**config.mk**
```make
export PLATFORM = sky130hd
export DESIGN_NAME = climate_zone_ctrl_flat
export DESIGN_NICKNAME = d
export VERILOG_FILES = /design/src/rtl/climate_zone_ctrl_pkg.sv /design/src/rtl/climate_zone_ctrl_if.sv /design/src/rtl/climate_zone_fsm.sv /design/src/rtl/climate_zone_ctrl.sv /design/src/flat_wrapper.sv
export SDC_FILE = /design/constraint.sdc
export NUM_CORES = 1
export LEC_CHECK = 0
export CORE_ASPECT_RATIO = 1.2
export CORE_MARGIN = 2
export CORE_UTILIZATION = 45
export CTS_CLUSTER_SIZE = 30
export DETAILED_ROUTE_END_ITERATION = 16
export MAX_ROUTING_LAYER = met4
export PLACE_DENSITY = 0.75
export REMOVE_ABC_BUFFERS = 1
export SYNTH_ARGS = -nofsm -noshare
export SYNTH_HDL_FRONTEND = slang
export SYNTH_SLANG_ARGS = --single-unit
```
**constraint.sdc**
```tcl
create_clock -name clk -period 2.6 [get_ports clk]
set_input_delay 0.52 -clock clk [delete_from_list [all_inputs] [get_ports clk]]
set_output_delay 0.52 -clock clk [all_outputs]
set_load 0.02 [all_outputs]
```
**src/rtl/climate_zone_ctrl_pkg.sv**
```systemverilog
// Shared types for the multi-zone climate controller: zone states, mode encoding and the
// sensor-fault code.
package climate_pkg;

   typedef enum logic [1:0] {
      ZoneIdle = 2'd0,
      ZoneHeat = 2'd1,
      ZoneCool = 2'd2
   } zone_state_e;

   typedef enum logic [1:0] {
      ModeOff      = 2'd0,
      ModeAuto     = 2'd1,
      ModeHeatOnly = 2'd2,
      ModeCoolOnly = 2'd3
   } mode_e;

   // A disconnected or shorted sensor reads as all-ones.
   function automatic logic [31:0] fault_code(input int unsigned width);
      return (32'd1 << width) - 32'd1;
   endfunction

endpackage

```
**src/rtl/climate_zone_ctrl_if.sv**
```systemverilog
// Sensor/actuator bundle between the climate controller and the rest of the smart-home top.
interface climate_zone_ctrl_if #(
   parameter int unsigned ZONES  = 4,
   parameter int unsigned TEMP_W = 5
);
   localparam int unsigned CntW = $clog2(ZONES + 1);

   logic [ZONES*TEMP_W-1:0] temperature;
   logic [ZONES-1:0]        zone_en;
   logic [1:0]              mode;
   logic [ZONES-1:0]        heating;
   logic [ZONES-1:0]        cooling;
   logic [ZONES-1:0]        fault;
   logic [CntW-1:0]         active_cnt;

   modport master (
      output temperature, zone_en, mode,
      input  heating, cooling, fault, active_cnt
   );

   modport slave (
      input  temperature, zone_en, mode,
      output heating, cooling, fault, active_cnt
   );
endinterface

```
**src/rtl/climate_zone_fsm.sv**
```systemverilog
// One zone: IDLE/HEAT/COOL state machine with hysteresis thresholds, minimum dwell counter
// and registered sensor-fault flag.
module climate_zone_fsm
   import climate_pkg::*;
#(
   parameter int unsigned TEMP_W    = 5,
   parameter int unsigned HEAT_ON   = 18,
   parameter int unsigned HEAT_OFF  = 20,
   parameter int unsigned COOL_ON   = 22,
   parameter int unsigned COOL_OFF  = 20,
   parameter int unsigned MIN_DWELL = 8
) (
   input  logic              clk_i,
   input  logic              rst_i,
   input  logic [TEMP_W-1:0] temp_i,
   input  logic              en_i,
   input  logic [1:0]        mode_i,
   output logic              heating_o,
   output logic              cooling_o,
   output logic              fault_o,
   output logic              active_d_o
);
   localparam int unsigned CntW = $clog2(MIN_DWELL + 1);

   zone_state_e     state_q, state_d;
   logic [CntW-1:0] cnt_q, cnt_d;
   logic            fault_q, fault_d;

   logic sensor_bad, heat_ok, cool_ok, dwell_done;

   always_ff @(posedge clk_i or posedge rst_i) begin
      if (rst_i) begin
         state_q <= ZoneIdle;
         cnt_q   <= CntW'(MIN_DWELL);
         fault_q <= 1'b0;
      end else begin
         state_q <= state_d;
         cnt_q   <= cnt_d;
         fault_q <= fault_d;
      end
   end

   always_comb begin
      sensor_bad = (temp_i == TEMP_W'(fault_code(TEMP_W)));
      heat_ok    = (mode_i == ModeAuto || mode_i == ModeHeatOnly) && en_i && !sensor_bad;
      cool_ok    = (mode_i == ModeAuto || mode_i == ModeCoolOnly) && en_i && !sensor_bad;
      dwell_done = (cnt_q == CntW'(MIN_DWELL));
      fault_d    = sensor_bad;
      state_d    = state_q;

      // Loss of permission exits immediately; thermal exits and all entries wait for dwell.
      unique case (state_q)
         ZoneIdle: begin
            if (dwell_done && heat_ok && temp_i <= TEMP_W'(HEAT_ON)) begin
               state_d = ZoneHeat;
            end else if (dwell_done && cool_ok && temp_i >= TEMP_W'(COOL_ON)) begin
               state_d = ZoneCool;
            end
         end
         ZoneHeat: begin
            if (!heat_ok || (dwell_done && temp_i >= TEMP_W'(HEAT_OFF))) state_d = ZoneIdle;
         end
         ZoneCool: begin
            if (!cool_ok || (dwell_done && temp_i <= TEMP_W'(COOL_OFF))) state_d = ZoneIdle;
         end
         default: state_d = ZoneIdle;
      endcase

      if (state_d != state_q) begin
         cnt_d = '0;
      end else if (dwell_done) begin
         cnt_d = cnt_q;
      end else begin
         cnt_d = cnt_q + CntW'(1);
      end
   end

   always_comb begin
      heating_o  = (state_q == ZoneHeat);
      cooling_o  = (state_q == ZoneCool);
      fault_o    = fault_q;
      active_d_o = (state_d != ZoneIdle);
   end

endmodule

```
**src/rtl/climate_zone_ctrl.sv**
```systemverilog
// Multi-zone heating/cooling controller: one independent FSM per zone plus a registered count
// of zones currently heating or cooling.
module climate_zone_ctrl
   import climate_pkg::*;
#(
   parameter int unsigned ZONES     = 4,
   parameter int unsigned TEMP_W    = 5,
   parameter int unsigned HEAT_ON   = 18,
   parameter int unsigned HEAT_OFF  = 20,
   parameter int unsigned COOL_ON   = 22,
   parameter int unsigned COOL_OFF  = 20,
   parameter int unsigned MIN_DWELL = 8
) (
   input  logic                clk,
   input  logic                rst,
   climate_zone_ctrl_if.slave  bus_io
);
   localparam int unsigned CntW = $clog2(ZONES + 1);

   if (!(HEAT_ON < HEAT_OFF && HEAT_OFF <= COOL_OFF && COOL_OFF < COOL_ON &&
         COOL_ON < ((1 << TEMP_W) - 1) && MIN_DWELL >= 1 && ZONES >= 1 && ZONES <= 8))
   begin : gen_param_check
      $error("climate_zone_ctrl: illegal threshold/zone parameter set");
   end

   logic [ZONES-1:0] heat, cool, flt, active_d;
   logic [CntW-1:0]  cnt_q, cnt_d;

   for (genvar i = 0; i < ZONES; i++) begin : gen_zone
      climate_zone_fsm #(
         .TEMP_W   (TEMP_W),
         .HEAT_ON  (HEAT_ON),
         .HEAT_OFF (HEAT_OFF),
         .COOL_ON  (COOL_ON),
         .COOL_OFF (COOL_OFF),
         .MIN_DWELL(MIN_DWELL)
      ) u_zone (
         .clk_i     (clk),
         .rst_i     (rst),
         .temp_i    (bus_io.temperature[i*TEMP_W +: TEMP_W]),
         .en_i      (bus_io.zone_en[i]),
         .mode_i    (bus_io.mode),
         .heating_o (heat[i]),
         .cooling_o (cool[i]),
         .fault_o   (flt[i]),
         .active_d_o(active_d[i])
      );
   end

   // Count from next-state so the total lands on the same edge as the zone states.
   always_comb begin
      cnt_d = '0;
      for (int unsigned i = 0; i < ZONES; i++) begin
         cnt_d = cnt_d + CntW'(active_d[i]);
      end
   end

   always_ff @(posedge clk or posedge rst) begin
      if (rst) begin
         cnt_q <= '0;
      end else begin
         cnt_q <= cnt_d;
      end
   end

   assign bus_io.heating    = heat;
   assign bus_io.cooling    = cool;
   assign bus_io.fault      = flt;
   assign bus_io.active_cnt = cnt_q;

endmodule

```
**src/flat_wrapper.sv**
```systemverilog
// flat-port wrapper written by rule: the top's interface ports become plain ports
module climate_zone_ctrl_flat import climate_pkg::*;
#(
   parameter int unsigned ZONES     = 4,
   parameter int unsigned TEMP_W    = 5,
   parameter int unsigned HEAT_ON   = 18,
   parameter int unsigned HEAT_OFF  = 20,
   parameter int unsigned COOL_ON   = 22,
   parameter int unsigned COOL_OFF  = 20,
   parameter int unsigned MIN_DWELL = 8
)
  (clk, rst, bus_io_temperature, bus_io_zone_en, bus_io_mode, bus_io_heating, bus_io_cooling, bus_io_fault, bus_io_active_cnt);
  climate_zone_ctrl_if #(.ZONES(ZONES), .TEMP_W(TEMP_W)) bus_io_i ();
  input  logic clk;
  input  logic rst;
  input wire logic [$bits(bus_io_i.temperature)-1:0] bus_io_temperature;
  input wire logic [$bits(bus_io_i.zone_en)-1:0] bus_io_zone_en;
  input wire logic [$bits(bus_io_i.mode)-1:0] bus_io_mode;
  output wire logic [$bits(bus_io_i.heating)-1:0] bus_io_heating;
  output wire logic [$bits(bus_io_i.cooling)-1:0] bus_io_cooling;
  output wire logic [$bits(bus_io_i.fault)-1:0] bus_io_fault;
  output wire logic [$bits(bus_io_i.active_cnt)-1:0] bus_io_active_cnt;
  assign bus_io_i.temperature = bus_io_temperature;
  assign bus_io_i.zone_en = bus_io_zone_en;
  assign bus_io_i.mode = bus_io_mode;
  assign bus_io_heating = bus_io_i.heating;
  assign bus_io_cooling = bus_io_i.cooling;
  assign bus_io_fault = bus_io_i.fault;
  assign bus_io_active_cnt = bus_io_i.active_cnt;
  climate_zone_ctrl #(.ZONES(ZONES), .TEMP_W(TEMP_W), .HEAT_ON(HEAT_ON), .HEAT_OFF(HEAT_OFF), .COOL_ON(COOL_ON), .COOL_OFF(COOL_OFF), .MIN_DWELL(MIN_DWELL)) u_core (.clk(clk), .rst(rst), .bus_io(bus_io_i));
endmodule
```
=== Word level (Yosys, flattened, before mapping) ===
Cells that the tools add are included.

* Output and inout port bits: 15
* Logic and storage cells: 161
* Register bits: 31

* Multiplexer cells: 28
* Equality and inequality tests: 27
* Add/sub/neg operators: 7
* $lt $le $gt $ge: 16
* Reduce and logical (&&, ||, !) cells: 70

{| class="wikitable"
|+ Operators by type and width
! kind !! number
|-
| 5-bit >= comparator (second input constant) || 8
|-
| 5-bit less-or-equal comparator (second input constant) || 8
|-
| 1-bit logical AND || 40
|-
| 2-bit 2-to-1 mux || 16
|-
| 4-bit 2-to-1 mux || 8
|-
| 2-bit case mux with 3 select lines || 4
|-
| 5-bit == test (second input constant) || 4
|-
| 4-bit by 1-bit adder with 4-bit output (second input constant) || 4
|-
| 4-bit == test (second input constant) || 4
|-
| 2-bit == test (second input constant) || 6
|-
| 1-bit logical NOT || 12
|-
| 2-bit by 1-bit == test with 1-bit output (second input constant) || 5
|-
| 1-bit logical OR || 10
|-
| 2-bit logical NOT || 4
|-
| 2-bit by 1-bit inequality test with 1-bit output (second input constant) || 4
|-
| 2-bit inequality test || 4
|-
| 2-bit nonzero test || 4
|-
| 3-bit by 1-bit adder with 3-bit output || 2
|-
| 1-bit by 1-bit adder with 2-bit output || 1
|}

=== Longest topological paths before layout ===
Gate-level depths: netlist of the first run.

* Depth after elaboration: 13
* Depth in mapped cells: 10
* Gate-level depth less buffers: 10

=== Hierarchy ===
Synthesis of the first run repeated with hierarchy kept, for this count alone.

* Cell total of the unflattened synthesis: 241
* Area, all modules: 2180.8 µm²

{| class="wikitable"
|+ By module, submodules not included
! module !! instances !! cells an instance !! area each (µm²)
|-
| climate_zone_fsm (u_core.gen_zone[0].u_zone ...) || 3 || 57 || 508.0
|-
| climate_zone_fsm (u_core.gen_zone[3].u_zone) || 1 || 58 || 514.2
|-
| climate_zone_ctrl || 1 || 12 || 142.6
|}

=== Worst setup path after synthesis of the first run ===
Ideal clock, no wire load.

* Path kind: input-to-reg
* Start point: input bus_io_temperature[5]
* End point: register u_core.cnt_q[1] (netlist: u_core.bus_io.active_cnt[1])
* Buffers on the path: 0
* Path slack: -0.097 ns
* Library setup time: 0.126 ns
* Required time: 2.474 ns
* Arrival: 2.571 ns
* Stages: 7
* Cells stage by stage: a211o_1 > a2111oi_0 > o21a_1 > or2_2 > ha_1 > fa_1 > ha_1

* Cells in the longest elaborated chain, start to end: 12
* Elaborated cells on any way between the ends: 27
* Classes of those cells: add/sub: 3; order compare: 4; eq/ne: 1; mux: 5; reduce/logical: 14

{| class="wikitable"
|+ RTL lines
! item !! line !! text
|-
| from (decl) || flat_wrapper.sv:16 || <nowiki>input wire logic [$bits(bus_io_i.temperature)-1:0] bus_io_temperature;</nowiki>
|-
| parallel branches: the longest is 7 deep, another holds 5-bit >= comparator || -- ||
|-
| 2-bit case mux with 3 select lines (*) || climate_zone_fsm.sv:52 || <nowiki>unique case (state_q)</nowiki>
|-
| named net u_core.gen_zone[1].u_zone.state_d[0] || climate_zone_fsm.sv:25 || <nowiki>zone_state_e state_q, state_d;</nowiki>
|-
| 2-bit nonzero test (*) || climate_zone_fsm.sv:82 || <nowiki>active_d_o = (state_d != ZoneIdle);</nowiki>
|-
| 1-bit by 1-bit adder with 2-bit output (*) || climate_zone_ctrl.sv:54 || <nowiki>cnt_d = cnt_d + CntW'(active_d[i]);</nowiki>
|-
| 3-bit by 1-bit adder with 3-bit output (*) (2 in a row) || climate_zone_ctrl.sv:54 ||
|-
| named net u_core.cnt_d[1] || climate_zone_ctrl.sv:27 || <nowiki>logic [CntW-1:0] cnt_q, cnt_d;</nowiki>
|-
| to (signal assigned) || climate_zone_ctrl.sv:62 || <nowiki>cnt_q <= cnt_d;</nowiki>
|-
| to (decl) || climate_zone_ctrl.sv:27 ||
|}

Mark *: on every way through the listed nets, which the timed path passes.
A chain may end at the register's enable or synchronous reset.

=== Final worst setup path of the first run ===
Same ends and word-level chain as after synthesis.

==> flow_summary.json, run 1 <==
{
  "routed_wl_um": 5800,
  "final_max_slew_viol_count": 0,
  "finalCritPeriodShare_pct": 99.4,
  "syn_inst": 229,
  "synth-seq-cells": 31,
  "die-area_um2": 5100,
  "synth_cell_types": 45,
  "clock.fmax_ghz": 0.387,
  "p_per_area_nw_per_um2": 691,
  "grt_antenna_before_repair": 0,
  "htree_levels": 2,
  "grt_pass1_wl_um": 9050,
  "startpoint": "bus_io_temperature[5]",
  "synth_area_um2": 2040,
  "routedWlPerCell_um": 14.9,
  "grt_overflow": 0,
  "cp-end-kind": "flop",
  "synth_top_flop_cell": "dfrtp_1",
  "dp_hpwl_um": 3710,
  "area_growth_pct": 56.3,
  "die_y_um": 77.8,
  "insertion_delay_ps": 290,
  "grt_max_degree": 32,
  "fin_area_um2": 3190,
  "p_sw_mw": 0.813,
  "start_util_pct": 47.2,
  "diodes": 0,
  "finish.net_count": 374,
  "r2r-start": "u_core.gen_zone[1].u_zone.cnt_q[0]",
  "gp_congestion": 0.886,
  "crit_path_cell_trace": "dlygate4sd2_1, a211o_1, a2111oi_4, buf_4, o21a_1, or2_4, ha_4, fa_1, ha_1",
  "drive_gt1_share_pct": 31.7,
  "period_needed_ps": 2590,
  "cts.sinks": 31,
  "synth_edf_count": 0,
  "drc": 0,
  "hp-class": "reg -> reg",
  "placed_cells": 356,
  "ys_seq_area_share_pct": 38.2,
  "synthTopCellsByArea": "dfrtp_1 33%, ha_1 7.3%, nor2_1 5.9%",
  "async_flop_share_pct": 100,
  "coreArea_um2": 4330,
  "clock_skew_ps": 7.37,
  "viasPerCell": 5.45,
  "cts_made_buffers": 5,
  "clockRootBuffer": "clkbuf_8",
  "dpl_cell_area_um2": 2750,
  "hold_violations": 0,
  "seq_power_share_pct": 36.3,
  "cts_hold_buffers": 0,
  "yosysTopAreaCell": "dfrtp_1",
  "cp-endpoint": "u_core.bus_io.active_cnt[1]",
  "p_leak_nw": 1.52,
  "slew-limit-headroom_pct": 73.2,
  "dr.pass1.iters": 4,
  "status": "completed",
  "avgSynthCellArea_um2": 8.92,
  "portBuffers": 42,
  "grt_pass1_vias": 2107,
  "stdcell_count": 390,
  "cpPeakStageDelay_ps": 390,
  "reg2reg_depth": 10,
  "switching_share_pct": 36.8,
  "tightest_slew_ps": 400,
  "cts.clk_slew.worst_paths_ps": 60,
  "die_w_um": 65.5,
  "r2r-end": "u_core.bus_io.active_cnt[1]",
  "hold_slack_ps": 586,
  "combPwrFrac_pct": 47.6,
  "path_class": "in -> reg",
  "clockPowerShare_pct": 16.1,
  "synth.top_cell.area_share_pct": 33.1,
  "drt_iter0_drc": 91,
  "ant_nets": 0,
  "slowest_stage": "fa_1",
  "ir_drop_v": 0.000409,
  "required_ps": 2770,
  "worstPathMaxFanout": 3,
  "drv_cap": 0,
  "num_rows": 26,
  "track_usage_pct": 24.0,
  "startpoint_type": "input port",
  "num_vias": 2126,
  "setup-violations-final": 0,
  "ioPinCount": 43,
  "internal_power_mw": 1.39,
  "max-clock-path-buffers": 2,
  "fin_util_pct": 73.8,
  "cp.arrival_ps": 2760,
  "cts_tree": "done",
  "ys_warn_count": 0,
  "reg2reg_slack_ps": 30
}
worst min path at each step:
stage                                                    start                              endpoint  cells past startpoint
after floorplan           u_core.gen_zone[1].u_zone.state_q[0]  u_core.gen_zone[1].u_zone.state_q[1]                      1
after global placement    u_core.gen_zone[1].u_zone.state_q[0]  u_core.gen_zone[1].u_zone.state_q[1]                      1
after detailed placement  u_core.gen_zone[1].u_zone.state_q[0]  u_core.gen_zone[1].u_zone.state_q[1]                      1
after CTS                 u_core.gen_zone[1].u_zone.state_q[0]  u_core.gen_zone[1].u_zone.state_q[1]                      1
after global routing        u_core.gen_zone[2].u_zone.cnt_q[3]    u_core.gen_zone[2].u_zone.cnt_q[3]                      3
final                       u_core.gen_zone[2].u_zone.cnt_q[3]    u_core.gen_zone[2].u_zone.cnt_q[3]                      3
cell families after synthesis:
logic type,Yosys count,synth area share (%)
compound gates,57,18.9
xor+xnor,11,4.72
fa+ha+maj,13,8.33
buf+inv,30,7.72
flops,31,38.2
mux,1,0.490
simple gates,86,21.7
state kept, by name (all words and copies together), names as in the netlist:
signal and cells:
u_core.bus_io.active_cnt 3, u_core.gen_zone.u_zone.cnt_q 16, u_core.gen_zone.u_zone.fault_o 4, u_core.gen_zone.u_zone.state_q 8
final cells by class:
class / instances / area (um2)
well taps: 56 / 70.1
inverters: 18 / 67.6
fillers: 312 / 1130
flip-flops and latches: 31 / 781
repair buffers: 109 / 926
multi-input cells: 168 / 1270
clock inverters: 1 / 5.00
clock buffers: 7 / 76.3
worst max-delay path, delay by kind of cell:
family,cells,cell delay [ps]
and+or+nand+nor,1,140
buffers and inverters,2,430
adders and majority gates,3,880
AOI/OAI and AO/OA,3,780
through the flow:
stage / setup slack, ps / TNS [ps] / total power, mW
final: 14.5 / 0 / 2.21
after global routing: -80.2 / -218 / 2.38
after CTS: 10.7 / 0 / 2.13
after detailed placement: -541 / -1340 / 1.67
after global placement: -483 / -1150 / 1.63
after floorplan: -97.1 / -99.8 / 1.37
cells in the mapped netlist (2+ instances only):
library cell  count
dfrtp_1          27
nor3_1           10
nor4_1            4
nand3_1           6
o21ai_0          13
nand4_1           3
or4_1             2
nand3b_1          2
dfstp_2           4
ha_1             12
o211ai_1          2
nand2_1          11
nor3b_1           2
xnor2_1           8
o21a_1            6
inv_1            18
a2111oi_0         2
xor2_1            3
o221ai_1          2
nor2_1           32
o21bai_1          2
a21oi_1          13
or2_2             3
a211oi_1          3
buf_4            12
a211o_1           3
nor2b_1           5
o21ba_2           2
routing by layer:
metal  up-vias  track usage (%)  wire [um]
li1       1013                -          -
met1      1033             24.7       2170
met2        64             44.0       3180
met3        16             4.64        278
met4         0             9.38        166
met5         -                -          0
placed cells by master, fill, tap and decap left out, types with 3 or more instances in the layout:
cell	count
o21a_1	6
ha_4	3
xnor2_1	8
inv_1	18
a211o_1	3
clkdlybuf4s50_1	31
dfrtp_1	27
dlymetal6s2s_1	4
ha_1	7
nand2_1	11
nor2_1	31
clkbuf_8	5
a21oi_1	9
buf_4	67
dfstp_2	4
o21ai_0	11
nand3_1	6
a21oi_2	4
dlygate4sd2_1	6
nor2b_1	4
xor2_1	3
nor3_1	8
nand4_1	3
power by group through the flow:
stage,Clock (mW),Sequential (mW),Combinational [mW]
floorplan,0,0.783,0.586
global placement,0,0.793,0.833
detailed placement,0,0.801,0.871
CTS,0.367,0.799,0.965
global route,0.389,0.818,1.18
finish,0.355,0.801,1.05
repair_timing:
action / in CTS / in global routing
endpoints found under the setup margin: 3 / 6
setup buffers: 20 / 6
pin swaps: 8 / 12
hold endpoints to repair: 0 / 0
gates resized for setup: 26 / 18
Note: power is estimated with default switching activity, not from simulation.
==> run 2: changes to the inputs <==
--- a/config.mk
+++ b/config.mk
@@ -12,6 +12,7 @@
 export DETAILED_ROUTE_END_ITERATION = 16
 export MAX_ROUTING_LAYER = met4
 export PLACE_DENSITY = 0.75
+export RECOVER_POWER = 50
 export REMOVE_ABC_BUFFERS = 1
 export SYNTH_ARGS = -nofsm -noshare
 export SYNTH_HDL_FRONTEND = slang
==> run 2 against run 1 <==
Net effect:
- the flow now finishes with violations (capacitance limit, slew limit)
- global-route usage is the same
- die area is the same
- via count shrank 0.24%
- clock-buffer cell count is the same
- setup slack is essentially flat
- combinational power is essentially flat
- utilization shrank 0.087 points
- final cell count is the same
- sequential power is essentially flat
- routed wire length is the same
- critical endpoint unchanged
- largest power group unchanged
- highest routed layer unchanged
==> flow_summary.json, run 2 (synthesis gave the netlist of run 1 again) <==
{
  "status": "finished, violations left",
  "violations": "capacitance limit, slew limit",
  "regMostFlops": "u_core.gen_zone.u_zone.cnt_q",
  "ioPinCount": 43,
  "fillers": 314,
  "dp_hpwl_um": 3710,
  "hold_violations": 0,
  "period_needed_ps": 2590,
  "fin_area_um2": 3190,
  "die_w_um": 65.5,
  "drc": 0,
  "seq_power_share_pct": 36.3,
  "drv_cap": 1,
  "ant_nets": 0,
  "cpPeakStageDelay_ps": 390,
  "grt_pass1_wl_um": 9050,
  "cts_made_buffers": 5,
  "viasPerCell": 5.44,
  "num_rows": 26,
  "hp-class": "reg -> reg",
  "internal_power_mw": 1.39,
  "p_per_area_nw_per_um2": 691,
  "insertion_delay_ps": 290,
  "path_class": "in -> reg",
  "track_usage_pct": 24.0,
  "grt_pass1_vias": 2107,
  "finish.net_count": 374,
  "routedWlPerCell_um": 14.9,
  "final_cell_mix": "65 x buf_4, 31 x nor2_1, 30 x clkdlybuf4s50_1, 27 x dfrtp_1, 18 x inv_1",
  "largest_reg_flops": 16,
  "diodes": 0,
  "cp.arrival_ps": 2760,
  "cts.sinks": 31,
  "cts.clk_slew.worst_paths_ps": 60,
  "p_sw_mw": 0.813,
  "finalWorstSetupSlack_ps": 14.4,
  "portBuffers": 42,
  "die-area_um2": 5100,
  "slowest_stage": "fa_1",
  "dpl_cell_area_um2": 2750,
  "start_util_pct": 47.2,
  "num_vias": 2121,
  "clock.fmax_ghz": 0.387,
  "drt_iter0_drc": 88,
  "grt_overflow": 0,
  "clockRootBuffer": "clkbuf_8",
  "setup-violations-final": 0,
  "gp_congestion": 0.886,
  "ir_drop_v": 0.000409,
  "crit_path_cell_trace": "dlygate4sd2_1, a211o_1, a2111oi_4, buf_4, o21a_1, or2_4, ha_4, fa_1, ha_1",
  "grt_antenna_before_repair": 0,
  "cp-end-kind": "flop",
  "cts_tree": "done",
  "max-clock-path-buffers": 2,
  "cp_top_family": "adder cells",
  "drive_gt1_share_pct": 31.4,
  "critPathBufInv": 2,
  "worstPathMaxFanout": 3,
  "final_max_slew_viol_count": 32,
  "dr.pass1.iters": 4,
  "coreArea_um2": 4330,
  "switching_share_pct": 36.9,
  "required_ps": 2770,
  "finalCritPeriodShare_pct": 99.4,
  "area_growth_pct": 56.1,
  "combPwrFrac_pct": 47.6,
  "grt_max_degree": 32,
  "final_common_cell": "buf_4",
  "clockPowerShare_pct": 16.1,
  "startpoint_type": "input port",
  "p_leak_nw": 1.52,
  "pre_cts_slack_ps": -541,
  "clock_skew_ps": 7.37,
  "htree_levels": 2,
  "slew-limit-headroom_pct": -9.85,
  "die_y_um": 77.8,
  "routed_wl_um": 5800,
  "tightest_slew_ps": 1650
}
## run 2: cell types whose count changed in the layout (fill, tap and decap cells not counted), sizes merged
cell | previous run | this run
clkbuf | 7 | 9
dlygate4sd3 | 0 | 1
clkdlybuf4s50 | 31 | 30
buf | 67 | 65
## run 2: what timing repair did
item,4_1_cts,5_1_grt
hold buffers,0,0
pin swaps,8,12
buffers inserted,20,6
endpoints found under the hold margin,0,0
resized for setup,26,18
setup endpoints to repair,3,6
cloned,0,0
## run 2: layout make-up
cell class | count | area [um2] | area share [%]
Multi-Input combinational cell | 168 | 1270 | 39.7
Timing Repair Buffer | 109 | 922 | 28.9
Inverter | 18 | 67.6 | 2.12
Clock buffer | 7 | 76.3 | 2.39
Sequential cell | 31 | 781 | 24.5
Clock inverter | 1 | 5.00 | 0.157
Tap cell | 56 | 70.1 | 2.20
## run 2: per-layer routing
layer | GRT usage [%] | vias to the layer above | share of wire [%]
li1 | - | 1013 | -
met1 | 24.7 | 1028 | 37
met4 | 9.38 | 0 | 2.9
met5 | - | - | 0
met2 | 44.0 | 64 | 55
met3 | 4.64 | 16 | 4.8
## run 2: through the flow
| stage | total power, mW | std cells | hold slack (ps) | util [%] | TNS [ps] |
|---|---|---|---|---|---|
| detailed placement | 1.67 | 356 | 503 | 63.6 | -1340 |
| finish | 2.21 | 390 | 586 | 73.7 | 0 |
| floorplan | 1.37 | 217 | 456 | - | -99.8 |
| global placement | 1.63 | 356 | 502 | 63.6 | -1150 |
| global route | 2.38 | 390 | 608 | 73.7 | -218 |
| CTS | 2.13 | 384 | 524 | 71.0 | 0 |
## run 2: power groups by stage
stage                     combinational [mW]  clock [mW]  sequential [mW]
final                                   1.05       0.355            0.801
after global routing                    1.18       0.389            0.818
after CTS                              0.965       0.367            0.799
after detailed placement               0.871           0            0.801
after global placement                 0.833           0            0.793
after floorplan                        0.586           0            0.783
## run 2: tightest hold or removal path, stage by stage, from the launching register on
cell and delay, ps:
dfstp_2 380, xnor2_1 120, nand2_1 60, nor2_1 40
## run 2: final timing paths
kind / startpoint / endpoint / slack [ps] / cells after the start
max in group asynchronous: rst / u_core.gen_zone[1].u_zone.cnt_q[0] / 390 / 3
worst max-delay path: bus_io_temperature[5] / u_core.bus_io.active_cnt[1] / 10 / 9
worst min-delay path: u_core.gen_zone[2].u_zone.cnt_q[3] / u_core.gen_zone[2].u_zone.cnt_q[3] / 590 / 3
worst max register to register: u_core.gen_zone[1].u_zone.cnt_q[0] / u_core.bus_io.active_cnt[1] / 30 / 10
worst min register to register: u_core.gen_zone[2].u_zone.cnt_q[3] / u_core.gen_zone[2].u_zone.cnt_q[3] / 590 / 3
min in group asynchronous: rst / u_core.gen_zone[1].u_zone.state_q[0] / 1250 / 3
